$ cat config.mk
export PLATFORM = sky130hd
export DESIGN_NAME = tt_sweep_ctrl
export DESIGN_NICKNAME = d
export VERILOG_FILES = /design/src/rtl/tt_sweep_ctrl.sv
export SDC_FILE = /design/constraint.sdc
export NUM_CORES = 1
export LEC_CHECK = 0
export ABC_AREA = 1
export ABC_CLOCK_PERIOD_IN_PS = 2700
export BUFFER_PORTS_ARGS = -buffer_cell sky130_fd_sc_hd__buf_4
export CAP_MARGIN = 40
export CORE_AREA = 5 5 62 64
export DETAILED_ROUTE_END_ITERATION = 16
export DIE_AREA = 0 0 67 69
export GPL_ROUTABILITY_DRIVEN = 0
export HOLD_SLACK_MARGIN = 0.15
export PLACE_DENSITY = 0.81
export SYNTH_ARGS = -nofsm -noshare
export SYNTH_HDL_FRONTEND = slang
export SYNTH_SLANG_ARGS = --single-unit
$ cat constraint.sdc
create_clock -name clk -period 2.7 [get_ports clk]
set_input_delay 0.27 -clock clk [delete_from_list [all_inputs] [get_ports clk]]
set_output_delay 0.27 -clock clk [all_outputs]
set_load 0.005 [all_outputs]
$ cat src/rtl/tt_sweep_ctrl.sv
// tt_sweep_ctrl: sweeps all 2**N_IN input vectors through a function unit,
// captures its truth table and compares it against a latched golden table.
module tt_sweep_ctrl #(
  parameter int N_IN = 3,
  parameter int LAT  = 0
) (
  input  logic                 clk,
  input  logic                 rst_n,
  input  logic                 start,
  input  logic [2**N_IN-1:0]   expected,
  output logic [N_IN-1:0]      fu_in,
  input  logic                 fu_y,
  output logic                 busy,
  output logic                 done,
  output logic [2**N_IN-1:0]   table_out,
  output logic                 match,
  output logic [N_IN-1:0]      err_idx
);
  localparam int W = 2**N_IN;
  typedef enum logic [1:0] {IDLE, DRIVE, DRAIN, DONE} state_t;
  state_t          r_state;
  logic [W-1:0]    r_exp, r_acc, w_acc_nxt, w_diff;
  logic [N_IN-1:0] r_cap, w_err;
  logic            w_drv_v, w_cap_v, w_last_drv, w_last_cap;
  assign w_drv_v    = r_state == DRIVE;
  assign w_last_drv = w_drv_v && fu_in == '1;
  assign w_last_cap = w_cap_v && r_cap == '1;
  // Valid delay line aligns each capture with the unit's LAT-cycle latency.
  generate
    if (LAT == 0) begin : g_nolat
      assign w_cap_v = w_drv_v;
    end else begin : g_lat
      logic [LAT-1:0] r_vdl;
      always_ff @(posedge clk or negedge rst_n)
        if (!rst_n) r_vdl <= '0;
        else begin
          r_vdl[0] <= w_drv_v;
          for (int i = 1; i < LAT; i++) r_vdl[i] <= r_vdl[i-1];
        end
      assign w_cap_v = r_vdl[LAT-1];
    end
  endgenerate
  always_comb begin
    w_acc_nxt = r_acc;
    if (w_cap_v) w_acc_nxt[r_cap] = fu_y;
  end
  assign w_diff = w_acc_nxt ^ r_exp;
  always_comb begin
    w_err = '0;
    for (int i = W-1; i >= 0; i--) if (w_diff[i]) w_err = N_IN'(i);
  end
  always_ff @(posedge clk or negedge rst_n)
    if (!rst_n) begin
      r_state   <= IDLE;
      r_exp     <= '0;
      r_acc     <= '0;
      r_cap     <= '0;
      fu_in     <= '0;
      busy      <= 1'b0;
      done      <= 1'b0;
      table_out <= '0;
      match     <= 1'b0;
      err_idx   <= '0;
    end else begin
      done  <= 1'b0;
      r_acc <= w_acc_nxt;
      if (w_cap_v) r_cap <= r_cap + 1'b1;
      case (r_state)
        IDLE:
          if (start) begin
            r_state <= DRIVE;
            r_exp   <= expected;
            r_acc   <= '0;
            r_cap   <= '0;
            fu_in   <= '0;
            busy    <= 1'b1;
          end
        DRIVE: begin
          fu_in <= w_last_drv ? '0 : fu_in + 1'b1;
          if (w_last_drv) r_state <= DRAIN;
        end
        DRAIN: r_state <= DRAIN;
        DONE: begin
          r_state <= IDLE;
          busy    <= 1'b0;
        end
      endcase
      // The final capture (in DRIVE when LAT=0) completes the sweep.
      if (w_last_cap) begin
        r_state   <= DONE;
        done      <= 1'b1;
        table_out <= w_acc_nxt;
        match     <= w_diff == '0;
        err_idx   <= w_err;
      end
    end
endmodule
# Word-level counts from Yosys, hierarchy flattened
# Index checks and enable logic that the tools add are counted.
# op_classes
addsub,2
magnitude_cmp,2
eq_ne,8
mux,27
n_bitwise,1
reduce_logical,11
# op_table
op,count
$mux W3,13
$mux W8,3
$bwmux W8,1
$logic_not A8 Y1,1
$pmux W2 S4,1
$reduce_and A2 Y1,4
$xor A8 B8 Y8,1
$add A3 B1 Y3 const B,2
$eq A3 B3 Y1 const B,2
$mux W2,3
$pmux W3 S2,1
$eq A2 B2 Y1 const B,2
$lt A3 B4 Y1 const B,1
$reduce_bool A2 Y1,2
$demux W1 S3,1
$ge A3 B1 Y1 const B,1
$logic_and A1 B1 Y1,3
$mux W1,3
$ne A3 B1 Y1 const B,1
$ne A3 B3 Y1 const B,1
$eq A2 B1 Y1 const B,1
$logic_not A2 Y1,1
$ne A2 B2 Y1 const B,1
$pmux W1 S2,1
# word_totals
regBits,38
output_inout_bits,17

# Logic depth before layout (Yosys ltp)
# Gate-level depths: netlist of the first run.
# depth
ltp_word,15
ltp_mapped,17

# Least setup slack after synthesis of the first run
# No wires, ideal clock.
# synth_timing
kind,reg2reg
start,register r_state[1]
end,register err_idx[1]
arrival_time_ps,1557
required_time_ps,2580
path_slack_ps,1022
path_stages_with_launch,11
synth_period_minus_slack_ps,1678
path_cell_list,dfrtp_1 inv_1 ha_1 inv_2 nor2_4 nand2_1 o21ai_2 xor2_2 nand2_1 o21ai_1 nand2_1
# synth_via
elab_chain_cells,11
word_cells_on_any_way,12
cone_classes,eq/ne (1); mux (9); bitwise (1); reduce/logical (1)
# synth_lines
item,line_no,text
from (decl),21,state_t r_state;
from (signal assigned),54,r_state <= IDLE;
from (signal assigned),71,r_state <= DRIVE;
from (signal assigned),80,if (w_last_drv) r_state <= DRAIN;
$eq A2 B1 Y1 *,25,assign w_drv_v = r_state == DRIVE;
$mux W8,45,if (w_cap_v) w_acc_nxt[r_cap] = fu_y;
$xor A8 B8 Y8,47,assign w_diff = w_acc_nxt ^ r_exp;
$mux W3 (8 in series),50,for (int i = W-1; i >= 0; i--) if (w_diff[i]) w_err = N_IN'(i);
to (signal assigned),94,err_idx <= w_err;
to (decl),17,output logic [N_IN-1:0] err_idx
# Mark *: on every way between the ends. The rest lies on a longest branch, timed or not.
# A chain may end at the register's enable or synchronous reset.

# Worst setup path in the final report of the first run
# Ends and elaborated chain as after synthesis.

==> reports/metrics.yaml, run 1 <==
yosys:
  yosysUniqueCellTypes: 26
  synth_top_area_frac: 0.521
  synthTopCellsByArea: "dfrtp_1 52%, nand2_1 13%, o21ai_0 5.8%, ha_1 4.8%, inv_1 4.1%"
  syn_avg_cell_area_sq_um: 8.61
  yosys_warnings: 0
  synth_seq_cells: 38
  synthCells: 212
  synth_mux_area_frac: 0
  synthesis.nets: 231
  synth_top_cell_by_area: "dfrtp_1"
  synth-compound-area-share: 0.108
  synthAdderAreaFrac: 0.0480
  synth_top_family_by_area: "simple AND/OR/NAND/NOR gates"
  synth_area_sq_um: 1830
  synth_simple_gate_area_frac: 0.229
  ys_seq_area_frac: 0.521
  synth_xor_area_frac: 0.0363
drt:
  routed_wirelength_um: 3610
  drtAntennaViolNets: 0
  vias: 1454
  route.detailed.drc: 0
  drtIter0Drc: 69
  drtPass1Iterations: 4
  wl_per_cell_um: 12.0
  viasPerCell: 4.85
timing:
  fin_tns_setup_ns: 0
  period_share: 0.726
  rsz0062_at_grt: "no"
  worstMarginPinSlew_ns: 0.626
  hold_viol_final: 0
  drv_slew: 0
  setup_slack_ns: 0.741
  skew_ns: 0.00787
  hold_ws_ns: 0.222
  max_freq_ghz: 0.510
  period_minus_slack_ns: 1.96
  relSlewSlack: 0.578
  finalSetupViolCount: 0
global_route:
  overflow: 0
  antenna_found_initial: 0
  grt_pass1_wl_um: 6310
  grt_max_degree: 39
  grt_pass1_vias: 1378
  grt_util_all_layers: 0.180
power_and_ir_drop:
  pwr-share-seq: 0.419
  power.density_nw_per_um2: 1000
  switching_power_mw: 0.889
  p_comb_frac: 0.425
  ir_drop_v: 0.000513
  power.leakage_nw: 1.17
  power.internal_mw: 1.37
  clock_power_share: 0.156
  p_sw_frac: 0.393
die:
  row_count: 21
  core_sq_um: 3230
  start_util: 0.565
  fp.dieH_um: 69
  design.portCount: 29
  die_w_um: 67
  dieArea_sq_um: 4620
worst_setup_path:
  reg2reg_slack_ns: 0.74
  cp.arrival_ns: 2.19
  worst_r2r_path_depth: 10
  cp.required_ns: 2.93
  r2r_start: "r_state[1]"
  critPathLaunch: "r_state[1]"
  r2r_end: "err_idx[1]"
  critPathKind: "reg2reg"
  cp_max_fo: 8
  crit_path_start_kind: "flip-flop"
  endpoint_kind: "flip-flop"
  endpoint: "err_idx[1]"
cts:
  h-tree-depth: 2
  clock_latency_ns: 0.34
  cts_root_buf: "clkbuf_4"
  clkTransAtPathRegs_ns: 0.11
  cts.sinks: 38
  numCtsBuffers: 5
  cts_tree: "built"
  clockBufferDepth: 2
  postCtsResizedCells: 0
cells_and_area:
  drive_above_1_share: 0.197
  layout_commonest_cell: "nand2_1"
  num-nets-final: 272
  final_cells: 300
  synthToLayoutAreaGrowth_pct: 23.5
  diodes: 0
  post-route-cell-area_sq_um: 2250
  layout_common_cells: "65 x nand2_1, 38 x dfrtp_1, 29 x buf_4"
  nFillCells: 266
hold_path:
  hold_class: "in2reg"
run:
  cap_violations: 0
placed_design:
  dp.cells: 283
  io_buffer_count: 28
  post-dp-hpwl_um: 2560
  dpl_cell_area_sq_um: 2090
  pre_cts_slack_ns: 0.742
outcome:
  status: "completed"
[cells in the mapped netlist]
cell type	n
nand4_1	2
o31ai_1	1
nor2_1	15
o221ai_1	1
nand2_2	1
xor2_2	3
nor3_2	1
nor2_4	1
inv_1	20
o21a_1	1
inv_2	3
nand2_1	65
o21ai_2	2
clkinv_1	1
nor2_2	1
a21oi_1	3
o21ai_0	21
xor2_1	2
clkbuf_1	4
o21ai_4	1
nor3_1	2
nand3_1	11
and2_1	1
dfrtp_1	38
ha_1	7
o21ai_1	4
[through the flow]
| step | power [mW] | utilization |
|---|---|---|
| floorplan | 1.58 | - |
| global placement | 1.88 | 0.645 |
| detailed placement | 1.92 | 0.645 |
| CTS | 2.28 | 0.698 |
| global route | 2.49 | 0.698 |
| finish | 2.26 | 0.698 |
[power groups by stage]
| stage | logic [mW] | clock network, mW | registers, mW |
|---|---|---|---|
| 3_5_place_dp | 0.960 | 0 | 0.957 |
| 6_report | 0.962 | 0.353 | 0.948 |
| 4_1_cts | 0.974 | 0.361 | 0.946 |
| 5_1_grt | 1.12 | 0.387 | 0.979 |
| 3_3_place_gp | 0.932 | 0 | 0.950 |
| 2_1_floorplan | 0.646 | 0 | 0.937 |
[kinds of logic after synthesis]
logic type / after synthesis
simple gates: 100
flops: 38
compound gates: 34
buf+inv: 28
fa+ha+maj: 7
xor+xnor: 5
[cell type report]
cell class / count / area, sq um / share of cell area
clock buffers: 8 / 78.8 / 0.0350
multi-input cells: 146 / 769 / 0.341
inverters: 24 / 90.1 / 0.0400
well taps: 46 / 57.6 / 0.0255
repair buffers: 38 / 308 / 0.137
flip-flops and latches: 38 / 951 / 0.422
[registers in the layout (all words and copies together) (netlist names)]
name and cells:
r_acc 8, r_exp 8, table_out 8, err_idx 3, fu_in 3, r_cap 3, r_state 2, busy 1
done 1, match 1
[worst min-delay path by stage]
stage	endpoint	depth (start not counted)	from	slack [ns]
CTS	r_acc[4]	3	fu_y	0.22
global placement	r_acc[6]	1	rst_n	0.26
floorplan	busy	0	rst_n	-0.03
detailed placement	table_out[6]	1	rst_n	0.26
global route	r_acc[4]	3	fu_y	0.25
finish	r_acc[4]	3	fu_y	0.22
[layer usage]
| layer | global-route usage | routed length [um] | vias to the layer above |
|---|---|---|---|
| met2 | 0.266 | 1650 | 37 |
| met5 | 0 | 0 | - |
| met1 | 0.250 | 1730 | 654 |
| met3 | 0.0373 | 158 | 5 |
| met4 | 0.0811 | 71 | 0 |
| li1 | - | - | 758 |
[critical path: stages (launching register included)]
cell and delay, ns:
dfrtp_1 0.39, inv_1 0.10, ha_1 0.22, inv_2 0.10, nor2_4 0.16, nand2_1 0.12, o21ai_2 0.23, xor2_2 0.23
nand2_1 0.07, o21ai_1 0.15, nand2_1 0.08
[timing repair]
item	4_1_cts	5_1_grt
setup buffers	0	0
hold endpoints to repair	46	0
hold buffers	9	0
Power figures use the tool's default switching activity.
==> run 2: changes to the inputs <==
==> config.mk (replaced) <==
export PLATFORM = sky130hd
export DESIGN_NAME = tt_sweep_ctrl
export DESIGN_NICKNAME = d
export VERILOG_FILES = /design/src/rtl/tt_sweep_ctrl.sv
export SDC_FILE = /design/constraint.sdc
export NUM_CORES = 1
export LEC_CHECK = 0
export ABC_AREA = 1
export ABC_CLOCK_PERIOD_IN_PS = 1800
export BUFFER_PORTS_ARGS = -buffer_cell sky130_fd_sc_hd__buf_4
export CAP_MARGIN = 40
export CORE_AREA = 5 5 67 69
export DETAILED_ROUTE_END_ITERATION = 16
export DIE_AREA = 0 0 72 74
export GPL_ROUTABILITY_DRIVEN = 0
export HOLD_SLACK_MARGIN = 0.15
export PLACE_DENSITY = 0.73
export SYNTH_ARGS = -nofsm -noshare
export SYNTH_HDL_FRONTEND = slang
export SYNTH_SLANG_ARGS = --single-unit
==> constraint.sdc (replaced) <==
create_clock -name clk -period 1.8 [get_ports clk]
set_input_delay 0.18 -clock clk [delete_from_list [all_inputs] [get_ports clk]]
set_output_delay 0.18 -clock clk [all_outputs]
set_load 0.005 [all_outputs]
==> reports/metrics.yaml, run 2 (synthesized netlist as in run 1, its figures left out) <==
outcome:
  status: "completed"
cts:
  cts_root_buf: "clkbuf_8"
  clockBufferDepth: 2  # unchanged
  cts_tree: "built"
  h-tree-depth: 2  # unchanged
  cts.sinks: 38  # unchanged
  clock_latency_ns: 0.28  # -0.06 ns
  clkTransAtPathRegs_ns: 0.07  # -0.04 ns
  numCtsBuffers: 5  # unchanged
placed_design:
  io_buffer_count: 28  # unchanged
  post-dp-hpwl_um: 2770  # +8.2%
  dpl_cell_area_sq_um: 2190  # +4.9%
  pre_cts_slack_ns: -0.0576  # -0.800 ns
die:
  dieArea_sq_um: 5330  # +15%
  fp.dieH_um: 74  # +7.2%
  core_sq_um: 3860  # +19%
  row_count: 23  # +9.5%
  design.portCount: 29  # unchanged
  start_util: 0.473  # -0.0915
  die_w_um: 72  # +7.5%
cells_and_area:
  drive_above_1_share: 0.272  # +0.0752
  diodes: 0  # unchanged
  nFillCells: 339  # +27%
  num-nets-final: 290  # +6.6%
  layout_commonest_cell: "nand2_1"
  synthToLayoutAreaGrowth_pct: 34.1
  reg.largest.list: "r_acc (8), r_exp (8), table_out (8)"
  layout_common_cells: "61 x nand2_1, 47 x buf_4, 38 x dfrtp_1"
  post-route-cell-area_sq_um: 2450  # +8.6%
worst_setup_path:
  cp_max_fo: 4  # -4
  critPathKind: "reg2reg"
  cp.required_ns: 1.98  # -0.95 ns
  r2r_start: "r_state[1]"
  cp.arrival_ns: 1.95  # -0.24 ns
  crit_path_start_kind: "flip-flop"
  critPathLaunch: "r_state[1]"
  endpoint_kind: "flip-flop"
timing:
  drv_slew: 0  # unchanged
  max_freq_ghz: 0.566  # +11%
  rsz0062_at_grt: "yes"
  hold_viol_final: 0  # unchanged
  period_minus_slack_ns: 1.77  # -0.192 ns
  finalSetupViolCount: 0  # unchanged
  worstMarginPinSlew_ns: 0.463  # -0.163 ns
  period_share: 0.982  # +0.256
  relSlewSlack: 0.691  # +0.113
  setup_slack_ns: 0.0323  # -0.708 ns
  skew_ns: 0.00181  # -0.00606 ns
drt:
  vias: 1552  # +6.7%
  wl_per_cell_um: 12.2  # +1.9%
  viasPerCell: 4.82  # -0.55%
  route.detailed.drc: 0  # unchanged
  drtAntennaViolNets: 0  # unchanged
  drtPass1Iterations: 5  # +1
  routed_wirelength_um: 3940  # +9.4%
  drtIter0Drc: 73  # +5.8%
power_and_ir_drop:
  power.leakage_nw: 1.26  # +7.8%
  power.density_nw_per_um2: 1540  # +53%
  ir_drop_v: 0.000825  # +61%
global_route:
  overflow: 0  # unchanged
  grt_pass1_wl_um: 6890  # +9.3%
  grt_max_degree: 39  # unchanged
  antenna_found_initial: 0  # unchanged
  grt_util_all_layers: 0.166  # -0.0135
  grt_pass1_vias: 1555  # +13%
run:
  cap_violations: 0  # unchanged
hold_path:
  hold_class: "in2reg"
  min_from: "start"
[run 2: cell type report]
type	count	area, sq um	share of cell area
Clock buffer	7	86.3	0.0353
Clock inverter	1	5.00	0.00204
Inverter	24	92.6	0.0378
Multi-Input combinational cell	146	808	0.330
Sequential cell	38	951	0.388
Tap cell	50	62.6	0.0255
Timing Repair Buffer	56	443	0.181
[run 2: power by group]
group | leakage (nW) | internal (mW) | switching, mW | total (mW)
sequential | 0.489 | 1.19 | 0.247 | 1.44
clock | 0.0482 | 0.309 | 0.280 | 0.588
combinational | 0.726 | 0.810 | 0.933 | 1.74
[run 2: critical path, cell delays in order (launching register included)]
cell and delay, ns:
dfrtp_1 0.39, inv_2 0.08, ha_4 0.16, nand2_2 0.11, nor3_4 0.22, buf_4 0.15, o21ai_4 0.06, xor2_2 0.20
nand2_1 0.08, nand2_1 0.06, nand2_1 0.05, nand2_1 0.06, nand2_1 0.04
[run 2: worst paths after layout]
| path | slack [ns] | to | cells past startpoint |
|---|---|---|---|
| setup reg to reg | 0.03 | err_idx[0] | 12 |
| max in group asynchronous | 1.08 | r_cap[1] | 2 |
| hold / removal | 0.23 | busy | 4 |
| hold reg to reg | 0.49 | table_out[6] | 2 |
| min in group asynchronous | 0.40 | done | 2 |
| setup / recovery | 0.03 | err_idx[0] | 12 |
[run 2: metal layers]
metal / global-route usage / part of all wire
met5: 0 / 0
met4: 0.0543 / 0.015
met2: 0.270 / 0.49
met3: 0.0432 / 0.045
met1: 0.219 / 0.45
[run 2: per-stage QoR]
stage | utilization | hold slack (ns) | power (mW) | setup TNS (ns) | std cells
after CTS | 0.624 | 0.214 | 3.73 | 0 | 319
after global placement | 0.567 | 0.171 | 2.99 | -0.00742 | 300
after floorplan | - | -0.116 | 2.38 | 0 | 212
after global routing | 0.635 | 0.266 | 4.11 | -0.483 | 322
final | 0.635 | 0.233 | 3.77 | 0 | 322
after detailed placement | 0.567 | 0.174 | 3.06 | -0.0887 | 300
[run 2: repair_timing]
action                     4_1_cts  5_1_grt
hold endpoints to repair        46        0
setup buffers                    2        3
pin swaps                        2        4
hold buffers                     9        0
gates resized for setup          4        7
setup endpoints to repair        4        4
==> run 3: changes to the inputs <==
--- a/config.mk
+++ b/config.mk
@@ -10,11 +10,13 @@
 export BUFFER_PORTS_ARGS = -buffer_cell sky130_fd_sc_hd__buf_4
 export CAP_MARGIN = 40
 export CORE_AREA = 5 5 67 69
+export CTS_BUF_LIST = sky130_fd_sc_hd__clkbuf_4 sky130_fd_sc_hd__clkbuf_8 sky130_fd_sc_hd__clkbuf_16
 export DETAILED_ROUTE_END_ITERATION = 16
 export DIE_AREA = 0 0 72 74
 export GPL_ROUTABILITY_DRIVEN = 0
 export HOLD_SLACK_MARGIN = 0.15
 export PLACE_DENSITY = 0.73
+export SKIP_LAST_GASP = 1
 export SYNTH_ARGS = -nofsm -noshare
 export SYNTH_HDL_FRONTEND = slang
 export SYNTH_SLANG_ARGS = --single-unit
==> reports/metrics.yaml, run 3 (synthesized netlist as in run 1, its figures left out) <==
timing:
  setup_slack_ns: 0.0319  # -0.000452 ns
  rsz0062_at_grt: "yes"
  period_minus_slack_ns: 1.77  # +0.000452 ns
  drv_slew: 0  # unchanged
  finalSetupViolCount: 0  # unchanged
  max_freq_ghz: 0.566  # about the same
  fin_tns_setup_ns: 0  # unchanged
  hold_ws_ns: 0.235  # +0.00230 ns
  period_share: 0.982  # about the same
  relSlewSlack: 0.691  # about the same
  hold_viol_final: 0  # unchanged
  worstMarginPinSlew_ns: 0.463  # -0.000119 ns
  skew_ns: 0.00382  # +0.00201 ns
global_route:
  use_met2: 0.269  # -0.00102
  overflow: 0  # unchanged
  antenna_found_initial: 0  # unchanged
  grt_util_all_layers: 0.166  # -0.000579
  grt_max_degree: 39  # unchanged
  use_met1: 0.218  # -0.000873
  grt_pass1_wl_um: 6880  # -0.20%
  use_met3: 0.0419  # -0.00135
  grt_pass1_vias: 1552  # -0.19%
  top_usage_layer: "met2"
power_and_ir_drop:
  clock_power_share: 0.159  # +0.003
  totalPowerFinal_mw: 3.79  # +0.69%
  ir_drop_v: 0.000821  # -0.46%
  p_sw_frac: 0.388  # about the same
  pwr-share-seq: 0.379  # -0.002
  switching_power_mw: 1.47  # +0.77%
  power.internal_mw: 2.32  # +0.64%
  power.leakage_nw: 1.27  # +0.27%
  power.density_nw_per_um2: 1550  # +0.54%
  p_comb_frac: 0.462  # about the same
worst_setup_path:
  cp.arrival_ns: 1.94  # about the same
  crit_path_start_kind: "flip-flop"
  worst_r2r_path_depth: 12  # unchanged
  cp_max_fo: 4  # unchanged
  critPathKind: "reg2reg"
  endpoint_kind: "flip-flop"
  r2r_end: "err_idx[0]"
  r2r_start: "r_state[1]"
  reg2reg_slack_ns: 0.03  # about the same
  cp.required_ns: 1.98  # about the same
drt:
  wl_per_cell_um: 12.4  # +1.3%
  drtIter0Drc: 114  # +56%
  drtAntennaViolNets: 0  # unchanged
  routed_wirelength_um: 4000  # +1.3%
  drtPass1Iterations: 4  # -1
  route.detailed.drc: 0  # unchanged
  viasPerCell: 4.85  # +0.64%
  vias: 1562  # +0.64%
placed_design:
  dp.cells: 300  # unchanged
  dpl_cell_area_sq_um: 2190  # unchanged
  io_buffer_count: 28  # unchanged
  pre_cts_slack_ns: -0.0576  # unchanged
  post-dp-hpwl_um: 2770  # unchanged
cts:
  clockBufferDepth: 2  # unchanged
  cts.sinks: 38  # unchanged
  cts_root_buf: "clkbuf_8"
  clkTransAtPathRegs_ns: 0.07  # about the same
  numCtsBuffers: 5  # unchanged
  cts_tree: "built"
  clock_latency_ns: 0.28  # about the same
  h-tree-depth: 2  # unchanged
cells_and_area:
  layout_common_cells: "61 x nand2_1, 47 x buf_4, 38 x dfrtp_1"
  num-nets-final: 290  # unchanged
  drive_above_1_share: 0.276  # +0.00368
  postLayoutCoreUtil: 0.636  # +0.000974
  diodes: 0  # unchanged
  synthToLayoutAreaGrowth_pct: 34.3
  final_cells: 322  # unchanged
  post-route-cell-area_sq_um: 2450  # +0.15%
  nFillCells: 336  # -0.88%
  layout_commonest_cell: "nand2_1"
  reg.largest.list: "r_acc (8), r_exp (8), table_out (8)"
hold_path:
  whs_path_depth: 4  # unchanged
  min_to: "busy"
  min_from: "start"
  hold_class: "in2reg"
run:
  cap_violations: 0  # unchanged
die:
  core_sq_um: 3860  # unchanged
  fp.dieH_um: 74  # unchanged
  start_util: 0.473  # unchanged
  dieArea_sq_um: 5330  # unchanged
  row_count: 23  # unchanged
  die_w_um: 72  # unchanged
  design.portCount: 29  # unchanged
outcome:
  status: "completed"
run 3: cell counts in the layout (fill, tap and decap cells not counted):
No cell type changed its count.
run 3: worst max path at each step:
stage	endpoint	startpoint	cells after the start
final	err_idx[0]	r_state[1]	12
after global routing	err_idx[2]	r_state[1]	12
after CTS	err_idx[0]	r_state[1]	12
after detailed placement	err_idx[0]	r_state[1]	12
after global placement	err_idx[0]	r_state[1]	12
after floorplan	err_idx[1]	r_state[1]	10
run 3: cell type report:
type,count,area (sq um),share of cell area
clock buffers,7,90.1,0.0367
well taps,50,62.6,0.0255
inverters,24,92.6,0.0378
clock inverters,1,5.00,0.00204
flip-flops and latches,38,951,0.388
repair buffers,56,443,0.181
multi-input cells,146,808,0.330
run 3: critical path, cell delays in order (launching register included):
cell	delay [ns]
dfrtp_1	0.39
inv_2	0.08
ha_4	0.16
nand2_2	0.11
nor3_4	0.22
buf_4	0.15
o21ai_4	0.06
xor2_2	0.20
nand2_1	0.08
nand2_1	0.06
nand2_1	0.05
nand2_1	0.06
nand2_1	0.04
run 3: what timing repair did:
action,CTS,global route
endpoints found under the setup margin,4,4
cloned,0,0
buffers inserted,2,3
pin swaps,2,4
hold endpoints to repair,46,0
gates resized for setup,4,7
hold buffers,9,0
run 3: layer usage:
| layer | share of wire | up-vias |
|---|---|---|
| met4 | 0.013 | 0 |
| met5 | 0 | - |
| li1 | - | 792 |
| met2 | 0.49 | 32 |
| met3 | 0.035 | 4 |
| met1 | 0.46 | 734 |
run 3: power groups by stage:
stage	registers [mW]	logic (mW)	clock network, mW
4_1_cts	1.43	1.70	0.619
3_5_place_dp	1.43	1.62	0
3_3_place_gp	1.43	1.56	0
2_1_floorplan	1.41	0.970	0
6_report	1.44	1.75	0.604
5_1_grt	1.48	1.98	0.670
